--- src/rtl/scale_out_buffer.sv ---
// scale_out_buffer: realigns pipeline valids, rounds and saturates 32-bit results to OUT_W,
// and queues them in a FWFT FIFO with sticky saturation and drop flags.
module scale_out_buffer #(
    parameter int LATENCY   = 1,
    parameter int FRAC_DROP = 8,
    parameter int OUT_W     = 16,
    parameter int DEPTH     = 4
) (
    input  logic                       clk,
    input  logic                       rst,
    input  logic                       in_valid_i,
    input  logic [31:0]                data_i,
    input  logic                       clear_i,
    output logic                       out_valid_o,
    input  logic                       out_ready_i,
    output logic [OUT_W-1:0]           data_o,
    output logic                       sat_o,
    output logic                       overflow_o,
    output logic [$clog2(DEPTH):0]     level_o
);
    localparam int AW = $clog2(DEPTH);
    localparam int LW = AW + 1;
    localparam logic signed [32:0] MAX_V = (33'sd1 <<< (OUT_W - 1)) - 33'sd1;
    localparam logic signed [32:0] MIN_V = -(33'sd1 <<< (OUT_W - 1));
    localparam logic signed [32:0] RND   = 33'sd1 <<< (FRAC_DROP - 1);

    logic [LATENCY-1:0] vld_q, vld_d;
    logic [OUT_W-1:0]   mem_q [DEPTH];
    logic [AW-1:0]      wr_q, wr_d, rd_q, rd_d;
    logic [LW-1:0]      lvl_q, lvl_d;
    logic               sat_q, sat_d, ovf_q, ovf_d;
    logic               arr_v, push, pop, full, sat_hit;
    logic signed [32:0] shifted;
    logic [OUT_W-1:0]   res;

    always_comb begin
        // 33-bit headroom keeps 0x7FFFFFFF + RND from wrapping negative
        shifted = ($signed({data_i[31], data_i}) + RND) >>> FRAC_DROP;
        sat_hit = (shifted > MAX_V) || (shifted < MIN_V);
        res     = (shifted > MAX_V) ? MAX_V[OUT_W-1:0] :
                  (shifted < MIN_V) ? MIN_V[OUT_W-1:0] : shifted[OUT_W-1:0];
        arr_v   = vld_q[LATENCY-1];
        vld_d   = LATENCY'({vld_q, in_valid_i});
        full    = lvl_q == LW'(DEPTH);
        pop     = (lvl_q != '0) && out_ready_i;
        push    = arr_v && (!full || pop);
        wr_d    = push ? wr_q + AW'(1) : wr_q;
        rd_d    = pop ? rd_q + AW'(1) : rd_q;
        lvl_d   = lvl_q + LW'(push) - LW'(pop);
        sat_d   = (push && sat_hit) || (sat_q && !clear_i);
        ovf_d   = (arr_v && full && !pop) || (ovf_q && !clear_i);
    end

    always_ff @(posedge clk) begin
        if (rst) begin
            vld_q <= '0;
            wr_q  <= '0;
            rd_q  <= '0;
            lvl_q <= '0;
            sat_q <= 1'b0;
            ovf_q <= 1'b0;
            for (int i = 0; i < DEPTH; i++) mem_q[i] <= '0;
        end else begin
            vld_q <= vld_d;
            wr_q  <= wr_d;
            rd_q  <= rd_d;
            lvl_q <= lvl_d;
            sat_q <= sat_d;
            ovf_q <= ovf_d;
            if (push) mem_q[wr_q] <= res;
        end
    end

    assign out_valid_o = lvl_q != '0;
    assign data_o      = out_valid_o ? mem_q[rd_q] : '0;
    assign sat_o       = sat_q;
    assign overflow_o  = ovf_q;
    assign level_o     = lvl_q;
endmodule

--- config.mk ---
export PLATFORM = sky130hd
export DESIGN_NAME = scale_out_buffer
export DESIGN_NICKNAME = d
export VERILOG_FILES = /design/src/rtl/scale_out_buffer.sv
export SDC_FILE = /design/constraint.sdc
export NUM_CORES = 1
export LEC_CHECK = 0
export BUFFER_PORTS_ARGS = -buffer_cell sky130_fd_sc_hd__buf_2
export CAP_MARGIN = 5
export CORE_MARGIN = 2
export CORE_UTILIZATION = 50
export CTS_BUF_LIST = sky130_fd_sc_hd__clkbuf_16
export DETAILED_ROUTE_END_ITERATION = 10
export GPL_TIMING_DRIVEN = 0
export PLACE_DENSITY = 0.76
export SYNTH_ARGS = -nofsm -noshare
export SYNTH_HDL_FRONTEND = slang
export SYNTH_SLANG_ARGS = --single-unit
--- constraint.sdc ---
create_clock -name clk -period 3.6 [get_ports clk]
set_input_delay 0.72 -clock clk [delete_from_list [all_inputs] [get_ports clk]]
set_output_delay 0.72 -clock clk [all_outputs]
set_load 0.01 [all_outputs]
Word level (Yosys, flattened, before mapping)
Memory sizes are Yosys's and may differ from the RTL's. A register that Yosys moved wholly into a read port is not among the register bits. Index checks and enable logic that the tools add are counted.

Bits in writable memories: 64. Word-level logic and storage cells: 44. Memories: 1. Output and inout port bits: 22. Register bits after elaboration: 10.

$lt $le $gt $ge: 2. Reduce and logical (&&, ||, !) cells: 16. $add $sub $neg: 5. Equality and inequality tests: 1. Muxes and demuxes: 13.

Memory list: mem_q (depth 4, width 16, rd ports 1, clocked after memory_dff 1, wr ports 4, line 28) `logic [OUT_W-1:0] mem_q [DEPTH];`.

Operator list (number): $mux 16 (4); $add 32x9->33 const B (1); $gt 25x16->1 const B (1); $lt 25x16->1 const B (1); $reduce_or 16->1 (1); $logic_and 1x1->1 (7); $mux 1 (6); $mux 2 (3); $add 2x1->2 const B (2); $logic_or 1x1->1 (4); $add 3x1->3 (1); $eq 3x3->1 const B (1); $logic_not 1->1 (3); $reduce_bool 3->1 (1); $sub 3x1->3 (1).

Longest topological paths before layout
Gate-level depths: netlist of run 1.

Word-level depth: 9. Depth in mapped cells: 11. Depth with buffers taken out: 11.

Least setup slack after synthesis of run 1
No wires, ideal clock.

Path type: input-to-reg. Start: in data_i[7]. End: mem mem_q[3][11] (data pin). Slack: 0.585 ns. Required time: 3.335 ns. Data arrival time: 2.749 ns. Path buffers: 2. Setup time: 0.265 ns. Stages on the path: 10. Cell sequence: ha_1 -> nand4_1 -> or4_1 -> buf_2 -> o21a_1 -> a311oi_1 -> o2111ai_2 -> o211ai_2 -> buf_6 -> o21ai_0.

RTL lines: start, declared (line 12) `input logic [31:0] data_i,`; end, declared (line 28).

==> impl_metrics.toml, run 1 <==
[cells_and_area]
fin_nets = 500
area_growth_pct = 15.6
multi_input_area_mm2 = 0.00196
drive_gt1_frac = 0.220
regArea_mm2 = 0.00216
num_antenna_cells = 0
fill_cells = 694
stdcell_count = 569

[route]
routed_wirelength_mm = 10.2
vias_per_cell = 5.99
routedWlPerCell_um = 17.8
drc = 0
route.vias.total = 3410
drtIter0Drc = 434
drtPass1Iterations = 5
ant_nets = 0

[timing]
rsz0062_at_grt = "no"
worst_slack_ps = 254
drv_slew = 0
whs_ps = 496
slew_headroom = 0.392
fin_crit_sh = 0.929
setup_viol = 0
tns_ps = 0
hold_viol_final = 0
tightest_slew_ps = 911
min_period_ps = 3350
skew_ps = 8.06
fmax_mhz = 299

[global_route]
track_usage = 0.216
overflow = 0
grt_pass1_vias = 3184
grt_pass1_wl_mm = 16.1
antenna_found_initial = 0
grt_start_max_net_pins = 17

[worst_setup_path]
crit_type = "primary input to flip-flop"
critPathSlowestCell = "or4_1"
cp_common_cell = "buf_2"
critPathMaxFanout = 10
critical_path.endpoint_type = "flip-flop"
slowest_delay_ps = 390
cp_data_arrival_time_ps = 3420
r2r-end = "level_o[2]"
startpoint_type = "primary input"
reg2reg_from = "level_o[1]"
reg2regPathDepth = 11
r2r_slack_ps = 860
crit_chain = "buf_2, ha_1, nand4_1, or4_1, buf_2, o21a_1, a311oi_1, o2111ai_2, o211ai_2, buf_4, nand2_1"
required_ps = 3670

[cts]
clock_path_buffers = 2
cts_htree_levels = 3
cts.clk_slew.worst_paths_ps = 60
clock_latency_ps = 330
cts_tree = "built"
cts_made_buffers = 9
post_cts_buffers = 0
ctsHoldBuffers = 0
root_buffer = "clkbuf_16"
cts.sinks = 76

[synthesis]
synth_edf_count = 64
avgSynthCellArea_um2 = 10.8
ys_top_cells_by_count = "edfxtp_1, nand2_1, o21ai_0"
yosysMostFrequentCell = "edfxtp_1"
yosys_warnings = 0
synth_top_area_frac = 0.446
syn_area_mm2 = 0.00431
syn_inst = 399
synth-async-reset-ratio = 0
ys_ff_latch = 76
ys_seq_area_frac = 0.501
yosysTopAreaCell = "edfxtp_1"
yosys-top-cells-area = "edfxtp_1, mux4_2, dfxtp_1"
synthDistinctLibCells = 48
synth_top_flop_cell = "edfxtp_1"
syn_nets = 440

[placement]
place_hpwl_mm = 7.39
io_buffers = 49
post-place-cells = 553
gp_congestion = 0.867
place_ws_ps = -1.07

[worst_hold_path]
holdCritPathClass = "flip-flop to flip-flop"
min-delay-start = "sat_o"
hold_depth = 2
worst_hold_path.endpoint = "sat_o"

[power]
p_per_area_mw_per_mm2 = 521
p_leak_nw = 2.03
ir_drop_mv = 0.294
power_mw = 2.59
switchingPower_mw = 0.724
pwr-share-clk = 0.338
swShare = 0.279
p_int_mw = 1.87
power_frac_comb = 0.250
seqPwrFrac = 0.412

[floorplanning]
dieArea_mm2 = 0.00938
io-pin-count = 59
fp.dieH_um = 96.9
num_rows = 33
die_w_um = 96.9
coreArea_mm2 = 0.00830
start_util = 0.520

[flow_run]
maxCapViolations = 0

[run_status]
outcome = "complete, no violations"
[worst max-delay path by stage]
stage | start | slack, ps | depth (start not counted) | endpoint
after floorplan | data_i[7] | 590 | 10 | mem_q[3][11]
after global placement | data_i[7] | 80 | 11 | mem_q[2][2]
after detailed placement | data_i[7] | -1 | 11 | mem_q[0][13]
after CTS | flip-flop | 110 | 5 | data_o[7]
after global routing | data_i[7] | 60 | 11 | mem_q[1][11]
final | data_i[7] | 250 | 11 | mem_q[0][13]
[cells in the final DEF (no fill, tap or decap), types with 4 or more instances in the layout]
cell type | Yosys | layout
edfxtp_1 | 64 | 64
buf_2 | 6 | 55
nand2_1 | 51 | 51
o21ai_0 | 32 | 32
nor2_1 | 30 | 30
o211ai_1 | 29 | 29
and2_1 | 22 | 22
clkbuf_1 | 17 | 17
mux4_2 | 16 | 16
xnor2_1 | 16 | 16
inv_1 | 14 | 15
dfxtp_1 | 12 | 12
nand3_1 | 9 | 9
clkbuf_16 | 0 | 9
nand4_1 | 8 | 8
o21ai_1 | 7 | 7
xor2_1 | 7 | 7
nor3_1 | 6 | 6
or3_1 | 5 | 5
o211ai_2 | 4 | 4
nand2b_1 | 4 | 4
buf_4 | 4 | 4
[flip-flops by register name, summed over array words and instances (netlist names), named ones only]
register	flops
mem_q	64
level_o	3
rd_q	2
wr_q	2
arr_v	1
overflow_o	1
sat_o	1
[what timing repair did]
action	CTS	global route
resized for setup	0	2
setup endpoints to repair	0	9
hold endpoints to repair	0	0
[cells by family (layout without fill, tap and decap cells)]
logic type / Yosys count / count (layout) / share of synthesized area
simple gates: 153 / 153 / 0.179
compound gates: 84 / 84 / 0.131
flops: 76 / 76 / 0.501
mux: 16 / 16 / 0.0836
fa+ha+maj: 4 / 4 / 0.0133
buf+inv: 43 / 108 / 0.0444
xor+xnor: 23 / 23 / 0.0467
[worst max-delay path: cells and delay by family]
kind                     cells  cell delay, ps
adder cells (fa/ha/maj)      1             320
buffers and inverters        3             530
AO/OA/AOI/OAI                4            1240
AND/OR/NAND/NOR              3             600
[metal layers]
| layer | up-vias | part of all wire | GRT usage |
|---|---|---|---|
| li1 | 1590 | - | - |
| met1 | 1623 | 0.43 | 0.284 |
| met2 | 179 | 0.47 | 0.357 |
| met3 | 18 | 0.078 | 0.0484 |
| met4 | 0 | 0.019 | 0.0726 |
| met5 | - | 0 | 0 |
[power groups by stage]
stage	Combinational, mW	Sequential, mW	Clock, mW
2_1_floorplan	0.443	1.08	0
5_1_grt	0.720	1.08	0.915
6_report	0.649	1.07	0.877
3_5_place_dp	0.657	1.09	0
4_1_cts	0.660	1.07	0.881
3_3_place_gp	0.644	1.08	0
[area by class of cell]
type,instances,area share
Sequential cell,76,0.434
Multi-Input combinational cell,280,0.393
Timing Repair Buffer,49,0.0492
Clock buffer,9,0.0452
Buffer,29,0.0281
Tap cell,105,0.0264
Clock inverter,7,0.0136
Inverter,14,0.0105
[through the flow]
| stage | cell area [µm²] | util |
|---|---|---|
| 2_1_floorplan | 4310 | - |
| 3_3_place_gp | 4690 | 0.565 |
| 3_5_place_dp | 4690 | 0.565 |
| 4_1_cts | 4980 | 0.600 |
| 5_1_grt | 4980 | 0.600 |
| 6_report | 4980 | 0.600 |
Power figures use the tool's default switching activity.
==> run 2: changes to the inputs <==
--- a/config.mk
+++ b/config.mk
@@ -6,7 +6,7 @@
 export NUM_CORES = 1
 export LEC_CHECK = 0
 export BUFFER_PORTS_ARGS = -buffer_cell sky130_fd_sc_hd__buf_2
-export CAP_MARGIN = 5
+export CORE_ASPECT_RATIO = 0.9
 export CORE_MARGIN = 2
 export CORE_UTILIZATION = 50
 export CTS_BUF_LIST = sky130_fd_sc_hd__clkbuf_16
==> impl_metrics.toml, run 2 (synthesis results as in run 1) <==
[timing]
drv_slew = 0
fin_crit_sh = 0.908
tns_ps = 0
rsz0062_at_grt = "no"
setup_viol = 0
fmax_mhz = 306
tightest_slew_ps = 950
min_period_ps = 3270
hold_viol_final = 0
skew_ps = 5.16
slew_headroom = 0.366

[worst_hold_path]
holdCritPathClass = "flip-flop to flip-flop"
hold_depth = 2
worst_hold_path.endpoint = "sat_o"
min-delay-start = "sat_o"

[global_route]
grt_pass1_wl_mm = 17.0
grt_start_max_net_pins = 17
grt_pass1_vias = 3418
overflow = 0
track_usage = 0.240
antenna_found_initial = 0

[cts]
cts.clk_slew.worst_paths_ps = 60
cts.sinks = 76
ctsHoldBuffers = 0
clock_path_buffers = 2
cts_htree_levels = 3
clock_latency_ps = 330
cts_made_buffers = 9
post_cts_buffers = 0
cts_resized = 0
root_buffer = "clkbuf_16"
cts_tree = "built"

[floorplanning]
dieArea_mm2 = 0.00938
die_w_um = 102
io-pin-count = 59
fp.dieH_um = 92.1
num_rows = 32
start_util = 0.508
coreArea_mm2 = 0.00849

[worst_setup_path]
crit_type = "primary input to flip-flop"
cp_data_arrival_time_ps = 3340
startpoint_type = "primary input"
reg2reg_from = "level_o[1]"
critPathMaxFanout = 10
r2r_slack_ps = 850
reg2regPathDepth = 11
required_ps = 3670
r2r-end = "level_o[2]"
critical_path.endpoint_type = "flip-flop"

[route]
drc = 0
ant_nets = 0
routed_wirelength_mm = 10.4
drtIter0Drc = 338
vias_per_cell = 5.87
route.vias.total = 3418
routedWlPerCell_um = 17.9
drtPass1Iterations = 5

[cells_and_area]
fill_cells = 729
fin_nets = 500
drive_gt1_frac = 0.218
largest_reg_flops = 64
num_antenna_cells = 0
final_common_cell = "edfxtp_1"
fin_util = 0.588
final_cell_mix = "edfxtp_1, buf_2, nand2_1"
largest_register = "mem_q"
area_growth_pct = 15.8

[power]
ir_drop_mv = 0.284
p_per_area_mw_per_mm2 = 516
p_leak_nw = 2.03

[run_status]
outcome = "complete, no violations"

[placement]
place_hpwl_mm = 7.55
io_buffers = 49
gp_congestion = 0.871

[flow_run]
maxCapViolations = 0
run 2: cell count changes in the layout (fill, tap and decap cells not counted), sizes merged:
cell / change
clkinv: -1
run 2: critical path, stage by stage:
cell,delay [ps]
buf_2,90
ha_1,280
nand4_1,120
or4_1,390
buf_2,170
o21a_1,190
a311oi_1,300
o2111ai_2,290
o211ai_2,410
buf_4,260
nand2_1,100
run 2: worst max-delay path by stage:
stage / from / slack [ps] / end / cells after the start
3_5_place_dp: data_i[7] / 60 / mem_q[1][11] / 11
5_1_grt: data_i[7] / 170 / mem_q[1][11] / 11
3_3_place_gp: data_i[7] / 110 / mem_q[2][9] / 11
4_1_cts: flip-flop / 60 / data_o[14] / 5
2_1_floorplan: data_i[7] / 590 / mem_q[3][11] / 10
6_report: data_i[7] / 330 / mem_q[1][11] / 11
run 2: power breakdown:
| group | switching, mW | internal (mW) |
|---|---|---|
| sequential | 0.0324 | 1.03 |
| combinational | 0.351 | 0.302 |
| clock | 0.330 | 0.527 |
| total | 0.714 | 1.86 |
run 2: final cells by class:
cell class	count	area [µm²]	area share
Buffer	29	140	0.0281
Clock buffer	9	225	0.0451
Clock inverter	6	58.8	0.0118
Inverter	14	52.6	0.0105
Multi-Input combinational cell	280	1960	0.392
Sequential cell	76	2160	0.433
Tap cell	119	149	0.0298
Timing Repair Buffer	49	245	0.0491
run 2: layer usage:
layer,track usage,wire length (µm)
met1,0.319,4350
met2,0.382,4980
met3,0.0640,928
met4,0.0778,174
met5,0,0
run 2: through the flow:
step | cells | setup slack (ps) | instance area, µm² | hold WS (ps) | power [mW]
floorplan | 399 | 585 | 4310 | 485 | 1.52
global placement | 567 | 108 | 4710 | 477 | 1.72
detailed placement | 567 | 55.3 | 4710 | 479 | 1.75
CTS | 582 | 60.4 | 4990 | 494 | 2.59
global route | 582 | 170 | 4990 | 522 | 2.70
finish | 582 | 333 | 4990 | 487 | 2.58
==> run 3: changes to the inputs <==
--- a/config.mk
+++ b/config.mk
@@ -5,6 +5,7 @@
 export SDC_FILE = /design/constraint.sdc
 export NUM_CORES = 1
 export LEC_CHECK = 0
+export ABC_AREA = 1
 export BUFFER_PORTS_ARGS = -buffer_cell sky130_fd_sc_hd__buf_2
 export CORE_ASPECT_RATIO = 0.9
 export CORE_MARGIN = 2
==> impl_metrics.toml, run 3 <==
[run_status]
outcome = "complete, no violations"

[power]
p_per_area_mw_per_mm2 = 567
p_leak_nw = 2.14
power_mw = 2.88
ir_drop_mv = 0.272

[cells_and_area]
fin_util = 0.598
final_common_cell = "nor2_1"
stdcell_count = 694
largest_reg_flops = 64
design_area_mm2 = 0.00508
final_cell_mix = "nor2_1, nand2_1, a21oi_1"
largest_register = "mem_q"
drive_gt1_frac = 0.191
fin_nets = 611
fill_cells = 756
num_antenna_cells = 0
area_growth_pct = 17.3

[placement]
post-place-cells = 678
place_ws_ps = 332
io_buffers = 51
place_hpwl_mm = 7.81
gp_congestion = 0.877
dpl_cell_area_mm2 = 0.00474

[synthesis]
syn_nets = 549
ys_top_cells_by_count = "nor2_1, nand2_1, a21oi_1"
yosys_warnings = 0
yosysTopAreaCell = "edfxtp_1"
synth-async-reset-ratio = 0
synthDistinctLibCells = 32
ys_seq_area_frac = 0.499
avgSynthCellArea_um2 = 8.53
synth_edf_count = 64
yosysMostFrequentCell = "nor2_1"
yosys-top-cells-area = "edfxtp_1, nor2_1, a21oi_1"
ys_ff_latch = 76
syn_area_mm2 = 0.00433
synth_top_area_frac = 0.444
synth_top_flop_cell = "edfxtp_1"
syn_inst = 508

[cts]
clock_latency_ps = 340
root_buffer = "clkbuf_16"
post_cts_buffers = 0
cts_tree = "built"
cts_resized = 0
cts_htree_levels = 3
cts.sinks = 76
cts_made_buffers = 9
clock_path_buffers = 2
cts.clk_slew.worst_paths_ps = 60
ctsHoldBuffers = 0

[worst_setup_path]
required_ps = 3520
startpoint_type = "flip-flop"
critPathMaxFanout = 16
critical_path.endpoint_type = "flip-flop"
reg2regPathDepth = 10
cp_data_arrival_time_ps = 2940
crit_type = "flip-flop to flip-flop"

[route]
ant_nets = 0
vias_per_cell = 5.29
drtPass1Iterations = 5
drc = 0
routedWlPerCell_um = 14.8
route.vias.total = 3668
drtIter0Drc = 226
routed_wirelength_mm = 10.2

[worst_hold_path]
hold_depth = 2
holdCritPathClass = "flip-flop to flip-flop"

[timing]
skew_ps = 6.49
fin_crit_sh = 0.837
hold_viol_final = 0
worst_slack_ps = 587
slew_headroom = 0.326
rsz0062_at_grt = "no"
whs_ps = 461
fmax_mhz = 332
drv_slew = 0
tns_ps = 0
setup_viol = 0
min_period_ps = 3010
tightest_slew_ps = 1000

[floorplanning]
num_rows = 32
dieArea_mm2 = 0.00942
coreArea_mm2 = 0.00849
fp.dieH_um = 92.3
die_w_um = 102
io-pin-count = 59
start_util = 0.510

[global_route]
grt_start_max_net_pins = 17
overflow = 0
track_usage = 0.234
grt_pass1_vias = 3444
antenna_found_initial = 0
grt_pass1_wl_mm = 16.9

[flow_run]
maxCapViolations = 0
run 3: cell types whose count changed in the layout (fill, tap and decap cells not counted), moves of 11 or more:
| cell | before | now |
|---|---|---|
| a21oi_1 | 1 | 75 |
| nor2_1 | 30 | 102 |
| o211ai_1 | 29 | 0 |
| nand2_1 | 51 | 77 |
| inv_1 | 16 | 39 |
| and2_1 | 22 | 0 |
| mux4_2 | 16 | 0 |
| nand2_4 | 0 | 11 |
run 3: cell type report:
| type | count | area (µm²) | area share |
|---|---|---|---|
| Clock inverter | 3 | 18.8 | 0.00369 |
| Multi-Input combinational cell | 368 | 1860 | 0.366 |
| Sequential cell | 76 | 2160 | 0.426 |
| Buffer | 22 | 154 | 0.0303 |
| Tap cell | 119 | 149 | 0.0293 |
| Inverter | 42 | 158 | 0.0310 |
| Clock buffer | 13 | 325 | 0.0640 |
| Timing Repair Buffer | 51 | 255 | 0.0502 |
run 3: cell families (layout without fill, tap and decap cells):
kind of cell / Yosys count / in the layout / synth area share
xor+xnor: 14 / 14 / 0.0283
simple gates: 230 / 230 / 0.241
compound gates: 120 / 120 / 0.146
fa+ha+maj: 4 / 4 / 0.0133
flops: 76 / 76 / 0.499
buf+inv: 64 / 131 / 0.0719
run 3: layer usage:
| layer | GRT usage | routed length, µm |
|---|---|---|
| met4 | 0.0711 | 162 |
| met3 | 0.0423 | 642 |
| met2 | 0.366 | 4870 |
| met5 | 0 | 0 |
| met1 | 0.333 | 4580 |
run 3: critical path, cell delays in order, from the launching register on:
cell	delay, ps
dfxtp_1	390
inv_1	60
nor4_1	510
nor2_1	160
inv_2	110
nor2_1	70
inv_2	140
nor2_1	70
nand2_1	280
buf_2	320
nand2_1	460
run 3: where the power goes:
part / internal, mW / switching [mW] / total [mW]
registers: 1.03 / 0.0418 / 1.08
clock network: 0.633 / 0.349 / 0.983
logic: 0.279 / 0.544 / 0.822
run 3: path summary, 6_finish.rpt:
check | from | end | slack [ps]
worst min-delay path | arr_v | overflow_o | 460
worst max-delay path | level_o[2] | mem_q[0][9] | 590
worst max register to register | level_o[2] | mem_q[0][9] | 590
worst min register to register | arr_v | overflow_o | 460
